File: src/rtl/ctrl_pkg.sv
// Shared control-pipeline types, forwarding selects and opcode constants.
// Imported by the hazard unit and the control pipeline top.
package ctrl_pkg;

    localparam logic [1:0] FWD_NONE = 2'b00;
    localparam logic [1:0] FWD_WB   = 2'b01;
    localparam logic [1:0] FWD_MEM  = 2'b10;

    localparam logic [6:0] OP_RTYPE = 7'b0110011;
    localparam logic [6:0] OP_LD    = 7'b0000011;
    localparam logic [6:0] OP_SD    = 7'b0100011;
    localparam logic [6:0] OP_BEQ   = 7'b1100011;

    typedef struct packed {
        logic [1:0] aluOp;
        logic       aluSrc;
        logic       branch;
    } ex_ctrl_t;

    typedef struct packed {
        logic memRead;
        logic memWrite;
    } mem_ctrl_t;

    typedef struct packed {
        logic memToReg;
        logic regWrite;
    } wb_ctrl_t;

    // The nearer stage (MEM) holds the younger result, so it wins.
    function automatic logic [1:0] fwdSel(
        input logic       memRw,
        input logic [4:0] memRd,
        input logic       wbRw,
        input logic [4:0] wbRd,
        input logic [4:0] rs
    );
        if (memRw && memRd != 5'd0 && memRd == rs)
            return FWD_MEM;
        else if (wbRw && wbRd != 5'd0 && wbRd == rs)
            return FWD_WB;
        else
            return FWD_NONE;
    endfunction

endpackage

File: src/rtl/ctrl_pipe_hazard.sv
// Combinational load-use stall, taken-branch flush and operand forwarding.
// Flush wins over stall since the stalled ID instruction is being killed.
module hazard_unit
    import ctrl_pkg::*;
(
    input  logic       exMemRead,
    input  logic       exBranch,
    input  logic       exZero,
    input  logic [4:0] exRd,
    input  logic [4:0] exRs1,
    input  logic [4:0] exRs2,
    input  logic [4:0] idRs1,
    input  logic [4:0] idRs2,
    input  logic       memRegWrite,
    input  logic [4:0] memRd,
    input  logic       wbRegWrite,
    input  logic [4:0] wbRd,
    output logic       stall,
    output logic       flush,
    output logic [1:0] fwdA,
    output logic [1:0] fwdB
);

    logic loadUse;

    always_comb begin
        loadUse = exMemRead && exRd != 5'd0
                  && (exRd == idRs1 || exRd == idRs2);
        flush   = exBranch && exZero;
        stall   = loadUse && !flush;
        fwdA    = fwdSel(memRegWrite, memRd, wbRegWrite, wbRd, exRs1);
        fwdB    = fwdSel(memRegWrite, memRd, wbRegWrite, wbRd, exRs2);
    end

endmodule

File: src/rtl/ctrl_pipe.sv
// ID->EX->MEM->WB control pipeline registers with hazard handling.
// Each control bit only travels as far as the stage that consumes it.
module ctrl_pipe
    import ctrl_pkg::*;
(
    input  logic       clk,
    input  logic       rst_n,
    input  logic       id_branch,
    input  logic       id_mem_read,
    input  logic       id_mem_to_reg,
    input  logic       id_mem_write,
    input  logic       id_alu_src,
    input  logic       id_reg_write,
    input  logic [1:0] id_alu_op,
    input  logic [4:0] id_rs1,
    input  logic [4:0] id_rs2,
    input  logic [4:0] id_rd,
    input  logic       ex_zero,
    output logic [1:0] ex_alu_op,
    output logic       ex_alu_src,
    output logic       ex_branch,
    output logic [4:0] ex_rs1,
    output logic [4:0] ex_rs2,
    output logic [4:0] ex_rd,
    output logic       mem_mem_read,
    output logic       mem_mem_write,
    output logic       mem_reg_write,
    output logic [4:0] mem_rd,
    output logic       wb_mem_to_reg,
    output logic       wb_reg_write,
    output logic [4:0] wb_rd,
    output logic       stall,
    output logic       flush,
    output logic [1:0] fwd_a,
    output logic [1:0] fwd_b
);

    ex_ctrl_t  exEx;
    mem_ctrl_t exMem;
    wb_ctrl_t  exWb;
    logic [4:0] exRs1, exRs2, exRd;

    mem_ctrl_t memMem;
    wb_ctrl_t  memWb;
    logic [4:0] memRd;

    wb_ctrl_t  wbWb;
    logic [4:0] wbRd;

    logic bubble;

    hazard_unit uHazard (
        .exMemRead   (exMem.memRead),
        .exBranch    (exEx.branch),
        .exZero      (ex_zero),
        .exRd        (exRd),
        .exRs1       (exRs1),
        .exRs2       (exRs2),
        .idRs1       (id_rs1),
        .idRs2       (id_rs2),
        .memRegWrite (memWb.regWrite),
        .memRd       (memRd),
        .wbRegWrite  (wbWb.regWrite),
        .wbRd        (wbRd),
        .stall       (stall),
        .flush       (flush),
        .fwdA        (fwd_a),
        .fwdB        (fwd_b)
    );

    assign bubble = stall | flush;

    always_ff @(posedge clk or negedge rst_n) begin
        if (!rst_n) begin
            exEx   <= '0;
            exMem  <= '0;
            exWb   <= '0;
            exRs1  <= '0;
            exRs2  <= '0;
            exRd   <= '0;
            memMem <= '0;
            memWb  <= '0;
            memRd  <= '0;
            wbWb   <= '0;
            wbRd   <= '0;
        end else begin
            if (bubble) begin
                exEx  <= '0;
                exMem <= '0;
                exWb  <= '0;
                exRs1 <= '0;
                exRs2 <= '0;
                exRd  <= '0;
            end else begin
                exEx  <= '{aluOp: id_alu_op,
                           aluSrc: id_alu_src,
                           branch: id_branch};
                exMem <= '{memRead: id_mem_read,
                           memWrite: id_mem_write};
                exWb  <= '{memToReg: id_mem_to_reg,
                           regWrite: id_reg_write};
                exRs1 <= id_rs1;
                exRs2 <= id_rs2;
                exRd  <= id_rd;
            end
            memMem <= exMem;
            memWb  <= exWb;
            memRd  <= exRd;
            wbWb   <= memWb;
            wbRd   <= memRd;
        end
    end

    assign ex_alu_op     = exEx.aluOp;
    assign ex_alu_src    = exEx.aluSrc;
    assign ex_branch     = exEx.branch;
    assign ex_rs1        = exRs1;
    assign ex_rs2        = exRs2;
    assign ex_rd         = exRd;
    assign mem_mem_read  = memMem.memRead;
    assign mem_mem_write = memMem.memWrite;
    assign mem_reg_write = memWb.regWrite;
    assign mem_rd        = memRd;
    assign wb_mem_to_reg = wbWb.memToReg;
    assign wb_reg_write  = wbWb.regWrite;
    assign wb_rd         = wbRd;

endmodule

File: config.mk
export PLATFORM = sky130hd
export DESIGN_NAME = ctrl_pipe
export DESIGN_NICKNAME = d
export VERILOG_FILES = /design/src/rtl/ctrl_pkg.sv /design/src/rtl/ctrl_pipe_hazard.sv /design/src/rtl/ctrl_pipe.sv
export SDC_FILE = /design/constraint.sdc
export NUM_CORES = 1
export LEC_CHECK = 0
export ABC_AREA = 1
export CAP_MARGIN = 25
export CORE_ASPECT_RATIO = 0.7
export CORE_MARGIN = 2
export CORE_UTILIZATION = 27
export DETAILED_ROUTE_END_ITERATION = 8
export PLACE_DENSITY_LB_ADDON = 0.2
export SYNTH_ARGS = -nofsm -noshare
export SYNTH_HDL_FRONTEND = slang
export SYNTH_SLANG_ARGS = --single-unit
File: constraint.sdc
create_clock -name clk -period 1.86 [get_ports clk]
set_clock_uncertainty 0.1 [all_clocks]
set_input_delay 0.372 -clock clk [delete_from_list [all_inputs] [get_ports clk]]
set_output_delay 0.372 -clock clk [all_outputs]
set_load 0.01 [all_outputs]
==> results of run 1 <==
-- layout make-up --
class                      instances  area (um2)
clock buffer                       7        76.3
clock inverter                     1        5.00
fill                             555        2950
inverter                          32         120
multi-input combinational        101         586
sequential                        39         983
tap                               75        93.8
timing repair buffer             114        1030
-- cell families (layout without fill, tap and decap cells) --
| kind of cell | after synthesis | in the layout | share of synthesized area [%] |
|---|---|---|---|
| simple gates | 76 | 76 | 20.0 |
| compound gates | 3 | 3 | 0.899 |
| flops | 39 | 39 | 58.5 |
| xor+xnor | 22 | 22 | 11.5 |
| buf+inv | 34 | 154 | 9.07 |
-- worst max-delay path by stage --
stage | startpoint | end | slack [ns] | depth (start not counted)
floorplan | mem_rd[1] | fwd_a[0] | 0.21 | 5
global placement | id_rs2[1] | stall | -0.60 | 10
detailed placement | id_rs1[0] | stall | -0.58 | 10
CTS | mem_rd[0] | fwd_a[0] | -0.13 | 5
global route | ex_rd[1] | stall | -0.23 | 9
finish | ex_rd[1] | stall | -0.11 | 9
-- routing by layer --
metal / part of all wire (%) / wire length, um / track usage, % / vias to the layer above
met5: 0 / 0 / 0 / -
met3: 10 / 410 / 5.14 / 6
met2: 44 / 1750 / 17.7 / 52
met1: 45 / 1810 / 16.2 / 621
li1: - / - / - / 753
met4: 1.1 / 44 / 4.17 / 0
-- through the flow --
stage / hold WS (ns) / instance area, um2 / cells / TNS (ns) / util (%)
after floorplan: -0.0236 / 1670 / 174 / 0 / -
after detailed placement: 0.236 / 2720 / 352 / -4.06 / 46.5
after CTS: 0.253 / 2810 / 365 / -0.456 / 48.1
after global placement: 0.232 / 2720 / 352 / -4.12 / 46.5
final: 0.250 / 2890 / 369 / -0.250 / 49.5
after global routing: 0.260 / 2890 / 369 / -0.832 / 49.5
-- cell usage in the layout, fill, tap and decap left out, types with 5 or more instances in the layout --
master	count
sky130_fd_sc_hd__buf_2	6
sky130_fd_sc_hd__buf_4	47
sky130_fd_sc_hd__clkbuf_8	5
sky130_fd_sc_hd__clkdlybuf4s50_1	33
sky130_fd_sc_hd__dfrtp_1	33
sky130_fd_sc_hd__dfrtp_2	6
sky130_fd_sc_hd__dlygate4sd2_1	15
sky130_fd_sc_hd__dlymetal6s2s_1	9
sky130_fd_sc_hd__inv_1	32
sky130_fd_sc_hd__nand2_1	27
sky130_fd_sc_hd__nand4_1	5
sky130_fd_sc_hd__nor2_1	28
sky130_fd_sc_hd__nor2_2	9
sky130_fd_sc_hd__xnor2_1	13
sky130_fd_sc_hd__xor2_1	6
-- critical path: cells and delay by family (launching register included) --
family / cells / cell delay, ns
buffers and inverters: 2 / 0.28
and+or+nand+nor: 7 / 0.51
DFF: 1 / 0.41
-- power breakdown --
group	switching [uW]	internal (uW)	total (uW)	leakage, uW
Clock	276	263	539	0.0000422
Sequential	70.6	923	993	0.000469
Combinational	219	334	554	0.00106
-- timing repair --
item	CTS	global route
gates resized for setup	44	17
hold buffers	1	0
pin swaps	12	13
hold endpoints to repair	39	0
buffers inserted	4	4
endpoints found under the setup margin	16	13
==> implementation parameters, run 1 <==
Parameter                              Value

Status
  Outcome ... finished with violations
  Violated checks ... negative setup slack

Clocking
  Clock-pin slew on the worst setup and hold paths ... 0.07 ns
  TritonCTS clock tree ... done
  Number of buffers created by CTS ... 5
  Count of clock tree sinks ... 39
  Maximum level of the CTS H-tree ... 2
  Insertion delay of the later-clocked pin in the worst-skew pair ... 0.29 ns
  Buffer cell driving the clock tree root ... sky130_fd_sc_hd__clkbuf_8
  Maximum buffer depth of the clock tree ... 2

Logic synthesis
  Largest cells by area after synthesis ... sky130_fd_sc_hd__dfrtp_1, sky130_fd_sc_hd__xnor2_1, sky130_fd_sc_hd__inv_1, sky130_fd_sc_hd__nor2_1, sky130_fd_sc_hd__nand2_1
  Cell taking the most area after synthesis ... sky130_fd_sc_hd__dfrtp_1
  Synth warn ... 0
  Synthesized netlist net count ... 200
  Cell area after technology mapping ... 0.00167 mm2
  EDFF count, synth ... 0
  Fraction of registers with async set or reset after synthesis ... 100%
  Most frequent cells after synthesis ... sky130_fd_sc_hd__dfrtp_1, sky130_fd_sc_hd__inv_1, sky130_fd_sc_hd__nor2_1
  Cells after synthesis ... 174
  Most common flop cell mapped by yosys ... sky130_fd_sc_hd__dfrtp_1
  Average size of a mapped cell ... 9.59 um2
  Fraction of post-synthesis cell area in the top cell type by area ... 58.5%
  Most common cell in the netlist ... sky130_fd_sc_hd__dfrtp_1
  Unique cell type count in the Yosys netlist ... 15
  Share of the yosys chip area belonging to registers ... 58.5%
  Total of flip-flops plus latches after synthesis ... 39

Placed design
  Final weighted congestion of routability-driven global placement ... 0.765
  Port Buffer Count ... 65
  Estimated wirelength of the detail-placed design ... 3.14 mm
  Minimum setup slack after placement ... -0.582 ns

Floorplan
  Vertical extent of the die ... 69.8 um
  Initial core utilization ... 28.6%
  Full die area ... 0.00684 mm2
  # rows ... 23
  Core Footprint ... 0.00584 mm2
  Number of top-level design ports ... 66
  Chip Width ... 98.0 um

Hold path
  Class of the tightest hold or removal check ... register to register
  Hold path start ... exMem[0]
  Worst hold path stage count ... 0
  Hold-critical path endpoint ... mem_mem_write

Critical path
  Data required time of the worst path ... 1.39 ns
  Worst reg2reg path endpoint ... ex_rd[3]
  Startpoint kind of the worst setup timing path ... register
  Sequence of cells on the critical path ... buf_4 -> nand2_1 -> nand2_1 -> nor2_1 -> nand3_1 -> nand2_1 -> nand2_2 -> nor2_2 -> buf_2
  Endpoint kind of the worst setup timing path ... output pin
  FF-to-FF path depth ... 11
  Worst flop-to-flop path startpoint ... ex_rd[1]
  Slowest cell delay on critical path ... 0.41 ns
  Slowest-stage cell, CP ... sky130_fd_sc_hd__dfrtp_1
  Crit Path Class ... register to output pin
  Slack of the worst reg-to-reg path ... 0.27 ns
  CP arrival ... 1.49 ns
  Most common cell type on the critical path ... sky130_fd_sc_hd__nand2_1
  Worst Path Max Fanout ... 4

STA
  Worst relative slew slack ... 86.3%
  Final critical delay including setup and external delays ... 1.97 ns
  Setup repair after global routing missed its margin ... yes
  Number of hold violations in the final report ... 0
  Finish-stage setup viols ... 4
  Slew Viols, Final ... 0
  Max Clk Rate ... 509 MHz
  Worst-margin pin slew ... 0.205 ns
  Worst setup slack after layout ... -0.106 ns
  Final period utilization ... 106%

Drt
  Routed len/inst ... 10.9 um
  Via count ... 1432
  Number of DRC markers after the initial detailed-route iteration ... 27
  First-pass iteration count of the detailed router ... 4
  Routed WL ... 4.02 mm
  Vias per cell ... 3.88
  Number of DRC violations after detailed routing ... 0
  Number of nets still failing antenna checks after routing ... 0

Power
  Maximum vdd drop ... 387 uV
  Static leakage ... 0.00157 uW
  Power density over the cells ... 721 mW/mm2
  Power Total ... 2090 uW

GRT
  Maximum number of pins on one net before global-route repair ... 40
  Number of antenna violations at the first check in global routing ... 0
  Final global-route overflow total ... 0
  GRT Resource Usage Total ... 12.1%
  Wire length of the first global-routing pass ... 6.44 mm
  Vias in the first global route ... 1357

Layout
  # nets final ... 319
  Synthesis-to-layout area growth ... 73.2%
  Fraction of final layout cells with drive strength greater than 1 ... 29.3%
  N_diodes ... 0

Flow run
  Reported max-cap violation count ... 0
No activity file was read; power rests on OpenSTA's default activity.
==> run 2, diff against run 1 <==
Settings changed: CORE_MARGIN 2 to default.
==> run 2 against run 1 <==
  * Final cell count rose by 0.27%
  * Maximum frequency is 1.1% higher
  * Non-clock buffer count rose by 1
  * Combinational power rose by 2%
  * Final area up 1.2%
  * The flow still finishes with violations (negative setup slack)
  * Total power grew 4.5%
  * Highest routed layer is now met3
  * Clock power is 15% higher
  * Global-route usage grew 1.6 points
  * Routed wire length grew 0.62%
==> implementation parameters, run 2 (synthesis gave the netlist of run 1 again) <==
Parameter                              Value

Critical path
  Crit Path Class ... register to output pin
  Worst flop-to-flop path startpoint ... ex_rd[4]
  Worst Path Max Fanout ... 3 (-1)
  Endpoint kind of the worst setup timing path ... output pin
  CP arrival ... 1.47 ns (-0.02 ns)
  Worst reg2reg path endpoint ... exMem[1]
  Startpoint kind of the worst setup timing path ... register
  Slack of the worst reg-to-reg path ... 0.32 ns (+0.05 ns)
  Data required time of the worst path ... 1.39 ns (about the same)
  FF-to-FF path depth ... 11 (unchanged)
  CP Launch Point ... wb_rd[1]
  Setup crit end ... fwd_b[0]

Layout
  # nets final ... 320 (+0.31%)
  Commonest non-fill, non-tap cells in the layout ... sky130_fd_sc_hd__buf_4, sky130_fd_sc_hd__clkdlybuf4s50_1, sky130_fd_sc_hd__dfrtp_1
  Fillers ... 569 (+2.5%)
  Synthesis-to-layout area growth ... 75.3%
  Commonest non-fill, non-tap cell in the layout ... sky130_fd_sc_hd__buf_4
  Fraction of final layout cells with drive strength greater than 1 ... 32.5% (+3.3 points)
  Area used by multi-input combinational logic ... 581 um2 (-0.85%)
  N_diodes ... 0 (unchanged)
  Area taken by flip-flops and latches ... 987 um2 (+0.38%)
  Core utilization of the finished layout ... 50.1% (+0.60 points)

Flow run
  Reported max-cap violation count ... 0 (unchanged)

Drt
  Routed WL ... 4.04 mm (+0.62%)
  Number of DRC markers after the initial detailed-route iteration ... 50 (+85%)
  Number of DRC violations after detailed routing ... 0 (unchanged)
  First-pass iteration count of the detailed router ... 4 (unchanged)
  Routed len/inst ... 10.9 um (+0.35%)
  Via count ... 1462 (+2.1%)
  Vias per cell ... 3.95 (+1.8%)
  Number of nets still failing antenna checks after routing ... 0 (unchanged)

GRT
  Wire length of the first global-routing pass ... 6.59 mm (+2.3%)
  Number of antenna violations at the first check in global routing ... 0 (unchanged)
  Vias in the first global route ... 1390 (+2.4%)
  Routing usage on met3 ... 5.52% (+0.38 points)
  Maximum number of pins on one net before global-route repair ... 22 (-45%)
  Routing layer with the top usage in global route ... met2
  GRT Resource Usage Total ... 13.7% (+1.6 points)
  Met2 usage in global routing ... 22.0% (+4.3 points)
  Met1 routing resource usage after global routing ... 17.8% (+1.6 points)
  Final global-route overflow total ... 0 (unchanged)

Power
  Maximum vdd drop ... 328 uV (-15%)
  Share of total power in combinational logic ... 25.8% (-0.7 points)
  Net switching component of the power ... 578 uW (+2.2%)
  Clock Power Share ... 28.5% (+2.7 points)
  Total internal power ... 1600 uW (+5.3%)
  Switching share of total power ... 26.5% (-0.60 points)
  Part of the power in registers ... 45.7% (-1.9 points)
  Static leakage ... 0.00158 uW (+0.43%)
  Power Total ... 2180 uW (+4.5%)
  Power density over the cells ... 745 mW/mm2 (+3.2%)

Placed design
  Estimated wirelength of the detail-placed design ... 3.19 mm (+1.4%)
  Final weighted congestion of routability-driven global placement ... 0.825 (+7.7%)
  Minimum setup slack after placement ... -0.608 ns (-0.0257 ns)
  Port Buffer Count ... 65 (unchanged)

Clocking
  Insertion delay of the later-clocked pin in the worst-skew pair ... 0.28 ns (about the same)
  Number of buffers created by CTS ... 5 (unchanged)
  Clock-pin slew on the worst setup and hold paths ... 0.08 ns (about the same)
  Maximum level of the CTS H-tree ... 2 (unchanged)
  Count of clock tree sinks ... 39 (unchanged)
  Buffer cell driving the clock tree root ... sky130_fd_sc_hd__clkbuf_8
  Maximum buffer depth of the clock tree ... 2 (unchanged)
  TritonCTS clock tree ... done

Floorplan
  Full die area ... 0.00651 mm2 (-4.8%)
  Core Footprint ... 0.00584 mm2 (unchanged)
  Vertical extent of the die ... 67.8 um (-2.9%)
  Number of top-level design ports ... 66 (unchanged)
  # rows ... 23 (unchanged)
  Initial core utilization ... 28.6% (unchanged)
  Chip Width ... 96.0 um (-2.0%)

STA
  Worst-margin pin slew ... 0.499 ns (+0.294 ns)
  Setup repair after global routing missed its margin ... yes
  Number of hold violations in the final report ... 0 (unchanged)
  Finish-stage setup viols ... 4 (unchanged)
  Final critical delay including setup and external delays ... 1.94 ns (-0.0219 ns)
  Max Clk Rate ... 514 MHz (+1.1%)
  Slew Viols, Final ... 0 (unchanged)
  Fin Setup TNS ... -0.189 ns (+0.0614 ns)
  Final period utilization ... 105% (-1.2 points)
  Worst relative slew slack ... 66.8% (-20 points)
  Worst setup slack after layout ... -0.0841 ns (+0.0219 ns)

Status
  Violated checks ... negative setup slack
  Outcome ... finished with violations

Hold path
  Class of the tightest hold or removal check ... register to register
-- run 2: power by group through the flow --
stage               sequential, uW  clock [uW]  combinational (uW)
floorplan                     1030           0                 170
global placement              1010           0                 541
detailed placement            1010           0                 544
CTS                            994         645                 561
global route                  1010         687                 621
finish                         995         621                 563
-- run 2: worst min-delay path by stage --
stage              from             to  slack, ns  depth (start not counted)
3_3_place_gp    exWb[1]       memWb[1]       0.23                          0
3_5_place_dp    exWb[0]  mem_reg_write       0.24                          0
2_1_floorplan     rst_n       exMem[0]      -0.02                          0
5_1_grt        exMem[0]  mem_mem_write       0.26                          0
4_1_cts         exWb[0]  mem_reg_write       0.25                          0
6_report        exWb[0]  mem_reg_write       0.25                          0
-- run 2: timing repair --
item	4_1_cts	5_1_grt
setup buffers	6	4
gates cloned	0	0
setup endpoints to repair	13	15
hold endpoints to repair	20	0
pin swaps	15	15
hold buffers	1	0
gates resized for setup	52	19
-- run 2: worst max-delay path: stages (launching register included) --
cell and delay (ns):
sky130_fd_sc_hd__dfrtp_1 0.42, sky130_fd_sc_hd__buf_4 0.16, sky130_fd_sc_hd__nor2_2 0.09, sky130_fd_sc_hd__nand2_1 0.05, sky130_fd_sc_hd__o21ai_1 0.12, sky130_fd_sc_hd__inv_1 0.06
sky130_fd_sc_hd__nand4_1 0.08, sky130_fd_sc_hd__nor2_1 0.05, sky130_fd_sc_hd__buf_2 0.14
-- run 2: final cells by class --
type / instances / area share (%)
clock inverter: 1 / 0.257
tap: 75 / 3.21
inverter: 32 / 4.10
multi-input combinational: 101 / 19.8
sequential: 39 / 33.7
timing repair buffer: 115 / 35.6
clock buffer: 7 / 3.29
-- run 2: metal layers --
metal | routed length [um] | share of wire [%]
met4 | 0 | 0
met5 | 0 | 0
met2 | 1840 | 45
met3 | 382 | 9.5
met1 | 1820 | 45
-- run 2: stage by stage --
stage / instance area (um2) / std cells / hold slack, ns
final: 2930 / 370 / 0.251
after global routing: 2930 / 370 / 0.260
after CTS: 2860 / 366 / 0.254
after detailed placement: 2710 / 351 / 0.236
after global placement: 2710 / 351 / 0.231
after floorplan: 1670 / 174 / -0.0236
